File: src/rtl/missile_gfx_pkg.sv
// Shared graphics definitions for the missile-command pixel path:
// screen geometry, coordinate/color widths, palette and the packed pixel record.
package missile_gfx_pkg;

  localparam int SCREEN_W = 320;
  localparam int SCREEN_H = 240;
  localparam int X_W      = 9;
  localparam int Y_W      = 8;
  localparam int C_W      = 3;

  localparam logic [C_W-1:0] BLACK   = 3'd0;
  localparam logic [C_W-1:0] BLUE    = 3'd1;
  localparam logic [C_W-1:0] GREEN   = 3'd2;
  localparam logic [C_W-1:0] CYAN    = 3'd3;
  localparam logic [C_W-1:0] RED     = 3'd4;
  localparam logic [C_W-1:0] MAGENTA = 3'd5;
  localparam logic [C_W-1:0] YELLOW  = 3'd6;
  localparam logic [C_W-1:0] WHITE   = 3'd7;

  typedef struct packed {
    logic [X_W-1:0] x;
    logic [Y_W-1:0] y;
    logic [C_W-1:0] color;
  } pixel_t;

endpackage

File: src/rtl/pixel_fifo.sv
// Synchronous FIFO of pixel records with occupancy count; async active-high reset.
module pixel_fifo
  import missile_gfx_pkg::*;
#(
  parameter int DEPTH = 8,
  parameter int WIDTH = $bits(pixel_t),
  localparam int AW   = $clog2(DEPTH)
) (
  input  logic             clk,
  input  logic             rst,
  input  logic             i_push,
  input  logic [WIDTH-1:0] i_din,
  input  logic             i_pop,
  output logic [WIDTH-1:0] o_dout,
  output logic             o_full,
  output logic             o_empty,
  output logic [AW:0]      o_count
);

  logic [WIDTH-1:0] r_mem [DEPTH];
  logic [AW-1:0]    r_wr_ptr;
  logic [AW-1:0]    r_rd_ptr;
  logic [AW:0]      r_count;
  logic             w_push;
  logic             w_pop;

  assign o_full  = (r_count == (AW+1)'(DEPTH));
  assign o_empty = (r_count == '0);
  assign o_count = r_count;
  assign o_dout  = r_mem[r_rd_ptr];

  assign w_push = i_push & ~o_full;
  assign w_pop  = i_pop & ~o_empty;

  always_ff @(posedge clk) begin
    if (w_push) r_mem[r_wr_ptr] <= i_din;
  end

  // Pointers wrap naturally because DEPTH is a power of two.
  always_ff @(posedge clk or posedge rst) begin
    if (rst) begin
      r_wr_ptr <= '0;
      r_rd_ptr <= '0;
      r_count  <= '0;
    end else begin
      if (w_push) r_wr_ptr <= r_wr_ptr + 1'b1;
      if (w_pop)  r_rd_ptr <= r_rd_ptr + 1'b1;
      case ({w_push, w_pop})
        2'b10:   r_count <= r_count + 1'b1;
        2'b01:   r_count <= r_count - 1'b1;
        default: r_count <= r_count;
      endcase
    end
  end

endmodule

File: src/rtl/pixel_arbiter.sv
// Round-robin arbiter over the sprite drawers: clips off-screen pixels, queues the
// rest and feeds the vga_adapter write port at most one pixel per clock.
module pixel_arbiter #(
  parameter int NUM_SRC    = 4,
  parameter int FIFO_DEPTH = 8,
  parameter int X_W        = missile_gfx_pkg::X_W,
  parameter int Y_W        = missile_gfx_pkg::Y_W,
  parameter int C_W        = missile_gfx_pkg::C_W,
  parameter int SCREEN_W   = missile_gfx_pkg::SCREEN_W,
  parameter int SCREEN_H   = missile_gfx_pkg::SCREEN_H
) (
  input  logic                   clk,
  input  logic                   rst,
  input  logic [NUM_SRC-1:0]     src_valid,
  input  logic [NUM_SRC*X_W-1:0] src_x,
  input  logic [NUM_SRC*Y_W-1:0] src_y,
  input  logic [NUM_SRC*C_W-1:0] src_color,
  output logic [NUM_SRC-1:0]     src_ready,
  input  logic                   vga_ready,
  output logic                   plot,
  output logic [X_W-1:0]         vga_x,
  output logic [Y_W-1:0]         vga_y,
  output logic [C_W-1:0]         vga_color,
  output logic                   busy,
  output logic [15:0]            drop_count
);

  localparam int PW    = (NUM_SRC > 1) ? $clog2(NUM_SRC) : 1;
  localparam int AW    = $clog2(FIFO_DEPTH);
  localparam int PIX_W = X_W + Y_W + C_W;
  localparam logic [X_W:0] LIM_X = (X_W+1)'(SCREEN_W);
  localparam logic [Y_W:0] LIM_Y = (Y_W+1)'(SCREEN_H);

  logic [PW-1:0]    r_rr;
  logic             r_plot;
  logic [X_W-1:0]   r_vga_x;
  logic [Y_W-1:0]   r_vga_y;
  logic [C_W-1:0]   r_vga_color;
  logic             r_busy;
  logic [15:0]      r_drop_count;

  logic             w_found;
  logic [PW-1:0]    w_gidx;
  logic [PW-1:0]    w_idx;
  logic             w_xfer;
  logic [X_W-1:0]   w_sel_x;
  logic [Y_W-1:0]   w_sel_y;
  logic [C_W-1:0]   w_sel_c;
  logic             w_in_range;
  logic             w_push;
  logic             w_pop;
  logic             w_full;
  logic             w_empty;
  logic [AW:0]      w_count;
  logic [AW:0]      w_cnt_nxt;
  logic [PIX_W-1:0] w_head;

  always_comb begin
    w_found = 1'b0;
    w_gidx  = '0;
    w_idx   = '0;
    for (int unsigned k = 0; k < NUM_SRC; k++) begin
      w_idx = ((32'(r_rr) + k) >= NUM_SRC) ? PW'(32'(r_rr) + k - NUM_SRC) : PW'(32'(r_rr) + k);
      if (!w_found && src_valid[w_idx]) begin
        w_found = 1'b1;
        w_gidx  = w_idx;
      end
    end
  end

  // A full FIFO blocks grants even when a pop happens in the same cycle.
  assign src_ready = (rst || w_full || !w_found) ? '0 : (NUM_SRC'(1) << w_gidx);
  assign w_xfer    = |src_ready;

  assign w_sel_x    = src_x[w_gidx*X_W +: X_W];
  assign w_sel_y    = src_y[w_gidx*Y_W +: Y_W];
  assign w_sel_c    = src_color[w_gidx*C_W +: C_W];
  assign w_in_range = ({1'b0, w_sel_x} < LIM_X) && ({1'b0, w_sel_y} < LIM_Y);

  assign w_push    = w_xfer & w_in_range;
  assign w_pop     = ~w_empty & vga_ready;
  assign w_cnt_nxt = w_count + (AW+1)'(w_push) - (AW+1)'(w_pop);

  pixel_fifo #(
    .DEPTH (FIFO_DEPTH),
    .WIDTH (PIX_W)
  ) u_fifo (
    .clk     (clk),
    .rst     (rst),
    .i_push  (w_push),
    .i_din   ({w_sel_x, w_sel_y, w_sel_c}),
    .i_pop   (w_pop),
    .o_dout  (w_head),
    .o_full  (w_full),
    .o_empty (w_empty),
    .o_count (w_count)
  );

  // busy is registered from next-state values so it never glitches.
  always_ff @(posedge clk or posedge rst) begin
    if (rst) begin
      r_rr         <= '0;
      r_plot       <= 1'b0;
      r_vga_x      <= '0;
      r_vga_y      <= '0;
      r_vga_color  <= '0;
      r_busy       <= 1'b0;
      r_drop_count <= '0;
    end else begin
      if (w_xfer) begin
        r_rr <= (w_gidx == PW'(NUM_SRC - 1)) ? '0 : w_gidx + 1'b1;
        if (!w_in_range && (r_drop_count != '1)) r_drop_count <= r_drop_count + 1'b1;
      end
      r_plot <= w_pop;
      if (w_pop) {r_vga_x, r_vga_y, r_vga_color} <= w_head;
      r_busy <= (w_cnt_nxt != '0) | w_pop;
    end
  end

  assign plot       = r_plot;
  assign vga_x      = r_vga_x;
  assign vga_y      = r_vga_y;
  assign vga_color  = r_vga_color;
  assign busy       = r_busy;
  assign drop_count = r_drop_count;

endmodule

File: config.mk
export PLATFORM = sky130hd
export DESIGN_NAME = pixel_arbiter
export DESIGN_NICKNAME = d
export VERILOG_FILES = /design/src/rtl/missile_gfx_pkg.sv /design/src/rtl/pixel_fifo.sv /design/src/rtl/pixel_arbiter.sv
export SDC_FILE = /design/constraint.sdc
export NUM_CORES = 1
export LEC_CHECK = 0
export ABC_AREA = 1
export BUFFER_PORTS_ARGS = -buffer_cell sky130_fd_sc_hd__clkbuf_2
export CORE_MARGIN = 8
export CORE_UTILIZATION = 43
export DETAILED_ROUTE_END_ITERATION = 16
export PLACE_DENSITY_LB_ADDON = 0.15
export RECOVER_POWER = 100
export SETUP_SLACK_MARGIN = 0.15
export SYNTH_ARGS = -nofsm -noshare
export SYNTH_HDL_FRONTEND = slang
export SYNTH_SLANG_ARGS = --single-unit
File: constraint.sdc
create_clock -name clk -period 4 [get_ports clk]
set_input_delay 0.8 -clock clk [delete_from_list [all_inputs] [get_ports clk]]
set_output_delay 0.8 -clock clk [all_outputs]
set_load 0.01 [all_outputs]
-- Yosys cells after proc, flatten, opt, wreduce, memory -nomap -nowiden
Memory sizes are Yosys's and may differ from the RTL's. A register that Yosys moved wholly into a read port is not among the register bits.
Index checks and enable logic that the tools add are counted.
- logic and storage cells: 93
- RAM bits: 160
- memories kept: 1
- input bits: 87
- flip-flop bits (word level): 30
- memory list (name ; words ; width ; rd ports ; clocked after memory_dff ; write ports ; line ; RTL):
    u_fifo.r_mem ; 8 ; 20 ; 1 ; 1 ; 1 ; pixel_fifo.sv:20 ; logic [WIDTH-1:0] r_mem [DEPTH];
- $mul: 2
- shifts and indexed selects: 4
- multiplexer cells: 25
- reduce and logical (&&, ||, !) cells: 17
- equal/unequal tests: 5
- bitwise logic cells: 7
- $add $sub $neg: 15
- magnitude comparators: 10
- operators by type and width (kind ; number):
    36-bit by 7-bit indexed part select with 9-bit output ; 1
    32-bit by 6-bit indexed part select with 8-bit output ; 1
    2-bit 2-to-1 mux ; 9
    16-bit by 1-bit adder with 16-bit output, second input constant ; 1
    16-bit inequality test, second input constant ; 1
    2-bit by 3-bit less-than comparator with 1-bit output, second input constant ; 4
    12-bit by 5-bit indexed part select with 3-bit output ; 1
    1-bit 2-to-1 mux ; 10
    3-bit >= comparator, second input constant ; 3
    9-bit less-than comparator, second input constant ; 1
    1-bit binary-select mux with 2-bit select ; 4
    8-bit less-than comparator, second input constant ; 1
    4-bit case mux with 2 select lines ; 1
    2-bit by 1-bit subtractor with 2-bit output, second input constant ; 4
    2-bit by 2-bit adder with 3-bit output, second input constant ; 2
    3-bit by 1-bit adder with 3-bit output, second input constant ; 2
    2-bit by 4-bit multiplier with 6-bit output, second input constant ; 1
    1-bit logical AND ; 5
    1-bit logical NOT ; 5
    4-bit by 1-bit adder with 4-bit output ; 1
    4-bit by 1-bit adder with 4-bit output, second input constant ; 1
    1-bit bitwise AND ; 4
    2-bit == test, second input constant ; 2
    4-bit == test, second input constant ; 1
    17 further kinds ; 19

-- Logic depth before layout (Yosys ltp)
Gate-level depths: netlist of the first run.
- word-level depth: 23
- depth in mapped cells: 26

-- Cells and area by module
A second synthesis of the first run with hierarchy kept.
- cells, all modules: 1230
- area, all modules: 10626.4 sq um
- by module, submodules not included (module ; times used ; seq. area each (sq um) ; cells each ; area an instance (sq um)):
    pixel_fifo ; 1 ; 5054.8 ; 774 ; 7504.7
    pixel_arbiter ; 1 ; 1001.0 ; 456 ; 3121.7

-- Least setup slack after synthesis of the first run
Ideal clock, no wire load.
- path type: input port to flip-flop
- start: input port src_valid[3]
- end: register r_busy, in the netlist busy
- stages on the path: 23
- library setup time: 0.135 ns
- path buffers: 2
- slack: -0.217 ns
- data arrival time: 4.081 ns
- cells stage by stage: inv_1 -> nand2_1 -> nand3_1 -> nand2_1 -> nand2_1 -> nand2_1 -> nand2_2 -> nand3_4 -> buf_8 -> clkinv_1 -> clkbuf_1 -> ha_1 -> inv_1 -> a41oi_4 -> nand3_2 -> ha_1 -> inv_1 -> ha_1 -> inv_1 -> fa_1 -> nand2_1 -> nor4_1 -> nand3_1
- cells in the longest elaborated chain, start to end: 21
- elaborated cells on any way between the ends: 38
- classes of those cells: add/sub (2); mul (1); order compare (2); shift (3); mux (17); bitwise (2); reduce/logical (11)
- RTL lines (item ; line ; RTL):
    start, declared ; pixel_arbiter.sv:14 ; input logic [NUM_SRC-1:0] src_valid,
    1-bit binary-select mux with 2-bit select ; pixel_arbiter.sv:64 ; if (!w_found && src_valid[w_idx]) begin
    1-bit 2-to-1 mux (not written as such) ; pixel_arbiter.sv:64 ;
    1-bit 2-to-1 mux ; pixel_arbiter.sv:64 ;
    1-bit logical NOT ; pixel_arbiter.sv:64 ;
    1-bit logical AND ; pixel_arbiter.sv:64 ;
    1-bit 2-to-1 mux ; pixel_arbiter.sv:64 ;
    1-bit logical NOT ; pixel_arbiter.sv:64 ;
    1-bit logical AND ; pixel_arbiter.sv:64 ;
    [... 5 more ...] ; n/a ;
    36-bit by 7-bit indexed part select with 9-bit output / 1-bit logical OR (equally long branches) ; pixel_arbiter.sv:75, pixel_arbiter.sv:72 ;
    9-bit less-than comparator / 4-bit 2-to-1 mux (equally long branches) ; pixel_arbiter.sv:78, pixel_arbiter.sv:72 ;
    1-bit logical AND / 4-bit OR reduction (equally long branches) ; pixel_arbiter.sv:78, pixel_arbiter.sv:73 ;
    1-bit bitwise AND * ; pixel_arbiter.sv:80 ; assign w_push = w_xfer & w_in_range;
    4-bit by 1-bit adder with 4-bit output * ; pixel_arbiter.sv:82 ; assign w_cnt_nxt = w_count + (AW+1)'(w_push) - (AW+1)'(w_pop);
    4-bit by 1-bit subtractor with 4-bit output * ; pixel_arbiter.sv:82 ;
    4-bit nonzero test * ; pixel_arbiter.sv:116 ; r_busy <= (w_cnt_nxt != '0) | w_pop;
    1-bit OR * ; pixel_arbiter.sv:116 ;
    end signal, assigned ; pixel_arbiter.sv:116 ;
    end, declared ; pixel_arbiter.sv:39 ; logic r_busy;
Every way passes the cells marked *; elsewhere a longest branch is shown, timed or not. The select of a mux whose other input is x is not followed.
A chain may end at the register's enable or synchronous reset.

-- Worst setup path in the final report of the first run
- start: register r_rr[0]
- end: register u_fifo.r_count[3], in the netlist u_fifo.o_count[3]
- cells in the longest elaborated chain, start to end: 22
- elaborated cells on any way between the ends: 54
- classes of those cells: add/sub (7); mul (1); order compare (6); eq/ne (2); shift (3); mux (22); bitwise (2); reduce/logical (11)
- RTL lines (item ; line ; RTL):
    start, declared ; pixel_arbiter.sv:34 ; logic [PW-1:0] r_rr;
    start signal, assigned ; pixel_arbiter.sv:111 ; r_rr <= (w_gidx == PW'(NUM_SRC - 1)) ? '0 : w_gidx + 1'b1;
    parallel branches: the longest is 18 deep, another holds 2-bit by 1-bit adder with 3-bit output ; n/a ;
    1-bit bitwise AND * ; pixel_arbiter.sv:80 ;
    1-bit bitwise AND * ; pixel_fifo.sv:32 ; assign w_push = i_push & ~o_full;
    2-bit by 1-bit == test with 1-bit output / 2-bit == test (equally long branches) ; pixel_fifo.sv:48 ; case ({w_push, w_pop})
    4-bit case mux with 2 select lines / 2-bit nonzero test (equally long branches) ; n/a ;
    end signal, assigned ; pixel_fifo.sv:49 ; 2'b10: r_count <= r_count + 1'b1;
    end signal, assigned ; pixel_fifo.sv:50 ; 2'b01: r_count <= r_count - 1'b1;
    end signal, assigned ; pixel_fifo.sv:51 ; default: r_count <= r_count;
    end, declared ; pixel_fifo.sv:23 ; logic [AW:0] r_count;
Every way passes the cells marked *. The select of a mux whose other input is x is not followed.

==> results of run 1 <==
-- critical path: stages (launching register included) --
cell,delay [ns]
dfrtp_1,0.46
buf_4,0.22
nand2_1,0.10
nand3_2,0.09
nand2_2,0.09
nor2_4,0.14
nand3_4,0.12
nand3_4,0.21
buf_4,0.16
ha_4,0.11
inv_1,0.06
a41oi_4,0.21
buf_4,0.20
nand3_1,0.09
ha_1,0.24
ha_1,0.33
nand2_1,0.08
nor2_1,0.04
a211oi_1,0.25
nor2_1,0.08
nor2_1,0.09
nand2_1,0.07
xor2_1,0.14
-- logic make-up after synthesis --
| group | Yosys count | share of synthesized area, % |
|---|---|---|
| simple gates | 354 | 16.1 |
| flops | 210 | 61.8 |
| compound gates | 199 | 12.5 |
| buf+inv | 127 | 5.36 |
| xor+xnor | 20 | 1.79 |
| fa+ha+maj | 18 | 2.45 |
-- stage by stage --
| step | cells | util [%] | setup WS, ns |
|---|---|---|---|
| 6_report | 1366 | 51.7 | 0.328 |
| 5_1_grt | 1366 | 51.7 | 0.0861 |
| 4_1_cts | 1365 | 52.3 | 0.335 |
| 3_5_place_dp | 1325 | 49.1 | 0.0763 |
| 3_3_place_gp | 1325 | 49.1 | 0.122 |
| 2_1_floorplan | 928 | - | 0.138 |
-- cell type report --
cell class	instances	area share, %
clock buffer	28	5.01
clock inverter	12	1.29
inverter	76	2.74
multi-input combinational	592	29.0
sequential	210	52.1
tap	285	3.06
timing repair buffer	163	6.84
-- layer usage --
metal,vias up,global-route usage (%),share of wire [%]
li1,3571,-,-
met5,-,0,0
met3,27,2.70,5.7
met4,0,3.96,1.4
met2,236,24.3,42
met1,3324,24.7,51
-- worst paths after layout --
path / from / to / slack [ns]
max: r_rr[0] / u_fifo.o_count[3] / 0.33
min: drop_count[6] / drop_count[6] / 0.50
max reg2reg: r_rr[0] / u_fifo.o_count[3] / 0.33
min reg2reg: drop_count[6] / drop_count[6] / 0.50
max in group asynchronous: rst / r_rr[1] / 2.14
min in group asynchronous: rst / vga_x[0] / 0.96
-- registers in the layout, summed over array words and instances, names as in the netlist, 3 cells and up --
name             cells
u_fifo.r_rd_ptr      3
u_fifo.r_mem       160
u_fifo.r_wr_ptr      3
drop_count          16
u_fifo.o_count       4
vga_y                8
vga_x                9
vga_color            3
-- synthesized netlist by cell type (2+ instances only) --
library cell,number,area [um^2]
edfxtp_1,160,4800
nand2_1,157,589
o21ai_0,107,536
nor2_1,101,379
inv_1,68,255
dfrtp_1,50,1250
nand3_1,46,230
clkbuf_1,37,139
o211ai_1,20,150
o221ai_1,20,175
o22ai_1,20,125
nand4_1,19,119
ha_1,16,200
xor2_1,15,131
a21oi_1,13,65.1
a32oi_1,13,114
buf_2,8,40.0
nand2_2,8,50.1
inv_2,5,18.8
nor4_1,5,31.3
xnor2_1,5,43.8
nor3_1,4,20.0
nand2_4,3,33.8
nand3_2,3,30.0
a211oi_1,2,15.0
buf_4,2,15.0
buf_6,2,22.5
clkinv_1,2,7.51
fa_1,2,40.0
nand3_4,2,35.0
nor2_2,2,12.5
nor2_4,2,22.5
==> results.md, run 1 <==
- Post-cts sizing count: 0
- Via count of the routed design: 7158
- FP Rows: 55
- I/O Buffers: 128
- Area grow syn2layout: 18.7%
- Final ANT Viol Nets: 0
- Cells after synthesis: 928
- Max-cap violation count: 1
- Final Cycle Share: 91.8%
- Vias in the first global route: 7058
- Die Span Y: 167 um
- Drt pass-1 iters: 4
- Min Clock Period, post-route: 3.67 ns
- Number of buffers created by CTS: 22
- Cell variety after synth: 41
- Post-CTS Setup Repair Bufs: 0
- Root Driver: clkbuf_16
- Fill count: 2057
- Nets: 1170
- CTS max path bufs: 3
- Hold Crit Depth: 2
- Asr flop ratio synth: 23.8%
- Most common library cell in the layout ignoring fill and taps: edfxtp_1
- Commonest cells after routing, fill and taps aside: edfxtp_1 (160), nand2_1 (149), o21ai_0 (107), clkbuf_2 (96), nor2_1 (94)
- Worst hold slack: 0.500 ns
- Final WL: 23600 um
- Critical path capture point type: register
- Initial Util: 43.6%
- GRT Total Usage: 16.5%
- Worst Tran Pin Value: 2.15 ns
- Status: finished with violations
- Number of H-tree levels: 1
- Area of the die: 0.0279 mm^2
- DR WL/cell: 17.3 um
- GPL Wtd Cong: 0.832
- Antenna violations before repair: 0
- Avg Synthesized Cell Area: 10.6 um^2
- Number of vias per cell: 5.24
- Worst-path clk slew: 0.06 ns
- Slew Limit Headroom: -43.1%
- Final setup vio count: 0
- FMAX: 272 MHz
- Clock tree from TritonCTS: done
- Multi-input logic area: 0.00338 mm^2
- RSZ-0062 raised after global routing: no
- Required time worst endpoint: 4.38 ns
- Pin count of the biggest net entering global routing: 83
- Antenna cells: 0
- Setup Skew: 0.0184 ns
- Number of synthesized flops with an enable pin: 160
- Critical path class: reg -> reg
- Core area: 0.0225 mm^2
- Hold Buf Count CTS: 0
- CTS Sinks: 210
- Syn nets: 1033
- CP max FO: 10
- Fraction of layout cells with a size suffix above 1: 19.6%
- I/O pin count: 129
- # DRC: 0
- Setup TNS: 0 ns
- #FFs+latches synth: 210
- Synth Warn #: 0
- Final slew viol count: 47
- First-pass GRT wire length: 37400 um
- 1st-iter DRT viols: 481
- DP HPWL: 14800 um
- Arr. time, crit path: 4.05 ns
- GRT overflow: 0
- Failing checks: max-capacitance violations, max-slew violations
- Die width: 167 um
- CP Launch Type: register
- Placed cell areas: 0.0110 mm^2
- Worst r2r path cells: 22
- Dominant synthesized flop cell: edfxtp_1
- Register area: 0.00606 mm^2
- Seq/Total Area, Yosys: 61.8%
- Final Hold Fails: 0
- Synth Cell Area: 0.00980 mm^2
- Final instance area: 0.0116 mm^2
- Worst-skew pair later-pin latency: 0.50 ns
- Worst hold path class: reg -> reg
Power of run 1 is left out: the tool's default activity adds up to more than one toggle a clock period on the data nets, which glitch-free logic cannot reach.
==> inputs of run 2 (changes only) <==
==> constraint.sdc (replaced) <==
create_clock -name clk -period 4.1 [get_ports clk]
set_input_delay 0.82 -clock clk [delete_from_list [all_inputs] [get_ports clk]]
set_output_delay 0.82 -clock clk [all_outputs]
set_load 0.01 [all_outputs]
==> results.md, run 2 (same netlist as run 1, synthesis figures left out) <==
- Worst r2r path cells: 22 (unchanged)
- GRT Total Usage: 16.6% (was 16.5%)
- Most common library cell in the layout ignoring fill and taps: edfxtp_1 (unchanged)
- First-pass GRT wire length: 37700 um (was 37400 um)
- Crit. Startpoint: r_rr[0] (unchanged)
- Root Driver: clkbuf_16 (unchanged)
- R2R Setup Slk: 0.40 ns (was 0.33 ns)
- DR WL/cell: 17.1 um (was 17.3 um)
- Worst-path clk slew: 0.06 ns (about the same)
- Final setup vio count: 0 (unchanged)
- Status: finished with violations (unchanged)
- CTS max path bufs: 3 (unchanged)
- Cell depth of the worst setup path: 22 (unchanged)
- Fraction of layout cells with a size suffix above 1: 16.0% (was 19.6%)
- Critical path's top delay family: simple AND/OR/NAND/NOR gates (unchanged)
- CTS Sinks: 210 (unchanged)
- Setup TNS: 0 ns (unchanged)
- Failing checks: max-capacitance violations, max-slew violations (unchanged)
- Post-Place Setup Slack: 0.111 ns (was 0.0763 ns)
- Via count of the routed design: 7105 (was 7158)
- CP max FO: 21 (was 10)
- Arr. time, crit path: 4.07 ns (was 4.05 ns)
- Clock tree from TritonCTS: done (unchanged)
- Required time worst endpoint: 4.46 ns (was 4.38 ns)
- Critical path capture point type: register (unchanged)
- CP Launch Type: register (unchanged)
- Number of vias per cell: 5.20 (was 5.24)
- Crit path top cell by count: nand2_1
- Area of the die: 0.0279 mm^2 (unchanged)
- Final slew viol count: 39 (was 47)
- Dpl cells: 1322 (was 1325)
- Worst-skew pair later-pin latency: 0.51 ns (was 0.50 ns)
- Initial Util: 43.6% (unchanged)
- Reg2Reg Capture Point: busy (was u_fifo.o_count[3])
- Slew Limit Headroom: -17.1% (was -43.1%)
- Antenna cells: 0 (unchanged)
- Final cell count without fillers: 1366 (unchanged)
- Top reg by flops: u_fifo.r_mem (unchanged)
- Max-cap violation count: 1 (unchanged)
- RSZ-0062 raised after global routing: no (unchanged)
- Pwr Density: 1010 mW/mm^2
- Final Hold Fails: 0 (unchanged)
- Antenna violations before repair: 0 (unchanged)
- Worst hold path class: reg -> reg (unchanged)
- Slowest cell delay on critical path: 0.52 ns (was 0.46 ns)
- 1st-iter DRT viols: 546 (was 481)
- GPL Wtd Cong: 0.841 (was 0.832)
- Crit path capture: busy (was u_fifo.o_count[3])
- Pin count of the biggest net entering global routing: 83 (unchanged)
- Drt pass-1 iters: 6 (was 4)
- Final instance area: 0.0115 mm^2 (was 0.0116 mm^2)
- Die width: 167 um (unchanged)
- VDD IR max: 0.782 mV
- DP HPWL: 15000 um (was 14800 um)
- Cell Chain, Critical Path: buf_2, nand2_1, nand2_1, nand2_1, nand2_1, nand2_1, nand2_1, nand2_2, nand3_4, clkinvlp_2, ha_1, inv_1, a41oi_4, nand3_4, ha_4, inv_1, ha_1, inv_1, fa_1, nand2_1, nor4_1, nand3_1 (was buf_4, nand2_1, nand3_2, nand2_2, nor2_4, nand3_4, nand3_4, buf_4, ha_4, inv_1, a41oi_4, buf_4, nand3_1, ha_1, ha_1, nand2_1, nor2_1, a211oi_1, nor2_1, nor2_1, nand2_1, xor2_1)
- Critical path class: reg -> reg (unchanged)
- Min Clock Period, post-route: 3.70 ns (was 3.67 ns)
- Leak: 0.00448 uW
- Die Span Y: 167 um (unchanged)
- Core area: 0.0225 mm^2 (unchanged)
- FMAX: 270 MHz (was 272 MHz)
- Slowest stage cell on the critical path: dfrtp_1 (unchanged)
- Placed cell areas: 0.0109 mm^2 (was 0.0110 mm^2)
- Final ANT Viol Nets: 0 (unchanged)
- Area grow syn2layout: 17.1% (was 18.7%)
- Vias in the first global route: 7160 (was 7058)
- Worst Tran Pin Value: 1.76 ns (was 2.15 ns)
- I/O pin count: 129 (unchanged)
- Commonest cells after routing, fill and taps aside: edfxtp_1 (160), nand2_1 (159), o21ai_0 (107), nor2_1 (97), clkbuf_2 (92) (was edfxtp_1 (160), nand2_1 (149), o21ai_0 (107), clkbuf_2 (96), nor2_1 (94))
- Utilization after layout: 51.0% (was 51.7%)
- Number of H-tree levels: 1 (unchanged)
- GRT overflow: 0 (unchanged)
- Max FFs per register: 160 (unchanged)
- # DRC: 0 (unchanged)
- Final WL: 23400 um (was 23600 um)
- Setup ws final: 0.399 ns (was 0.328 ns)
- Number of buffers created by CTS: 23 (was 22)
- Nets: 1169 (was 1170)
- WP buf/inv: 5 (was 4)
- Setup Skew: 0.0178 ns (was 0.0184 ns)
- FP Rows: 55 (unchanged)
- Final Cycle Share: 90.3% (was 91.8%)
- Worst flop-to-flop path startpoint: r_rr[0] (unchanged)
- I/O Buffers: 128 (unchanged)
==> run 2: area by class of cell <==
cell class | instances | area, um^2
fill | 2090 | 11000
sequential | 210 | 6060
multi-input combinational | 591 | 3260
timing repair buffer | 162 | 773
clock buffer | 29 | 598
tap | 285 | 357
inverter | 76 | 293
clock inverter | 13 | 148
==> run 2: worst min path at each step <==
stage | startpoint | endpoint | slack (ns) | cells past startpoint
finish | drop_count[6] | drop_count[6] | 0.51 | 2
global route | drop_count[6] | drop_count[6] | 0.55 | 2
CTS | drop_count[6] | drop_count[6] | 0.51 | 2
detailed placement | drop_count[6] | drop_count[6] | 0.49 | 2
floorplan | u_fifo.o_count[0] | u_fifo.o_count[0] | 0.47 | 1
global placement | drop_count[6] | drop_count[6] | 0.49 | 2
==> run 2: report_power, final <==
group / internal [uW] / switching, uW / leakage (uW)
clock network: 1230 / 805 / 0.000358
logic: 1540 / 4050 / 0.00206
registers: 3790 / 210 / 0.00207
total: 6560 / 5060 / 0.00448
==> run 2: timing repair <==
item / 4_1_cts / 5_1_grt
hold buffers: 0 / 0
setup endpoints to repair: 0 / 2
gates resized for setup: 0 / 1
buffers inserted: 0 / 2
==> run 2: layer usage <==
layer / wire [um] / global-route usage, %
met1: 11700 / 23.9
met2: 9950 / 25.2
met3: 1480 / 3.59
met4: 291 / 3.92
met5: 0 / 0
==> run 2: metrics by stage <==
stage	hold WS [ns]	total power [uW]
final	0.508	11600
after global routing	0.548	12500
after CTS	0.508	11900
after detailed placement	0.493	9860
after global placement	0.487	9760
after floorplan	0.473	8090
==> run 2: worst reg2reg max path, cell delays in order, from the launching register on <==
cell        delay [ns]
dfrtp_1           0.52
buf_2             0.24
nand2_1           0.06
nand2_1           0.09
nand2_1           0.06
nand2_1           0.05
nand2_1           0.07
nand2_1           0.08
nand2_2           0.07
nand3_4           0.21
clkinvlp_2        0.21
ha_1              0.23
inv_1             0.10
a41oi_4           0.16
nand3_4           0.10
ha_4              0.19
inv_1             0.05
ha_1              0.12
inv_1             0.06
fa_1              0.47
nand2_1           0.05
nor4_1            0.28
nand3_1           0.11
No activity file was read; power rests on OpenSTA's default activity.
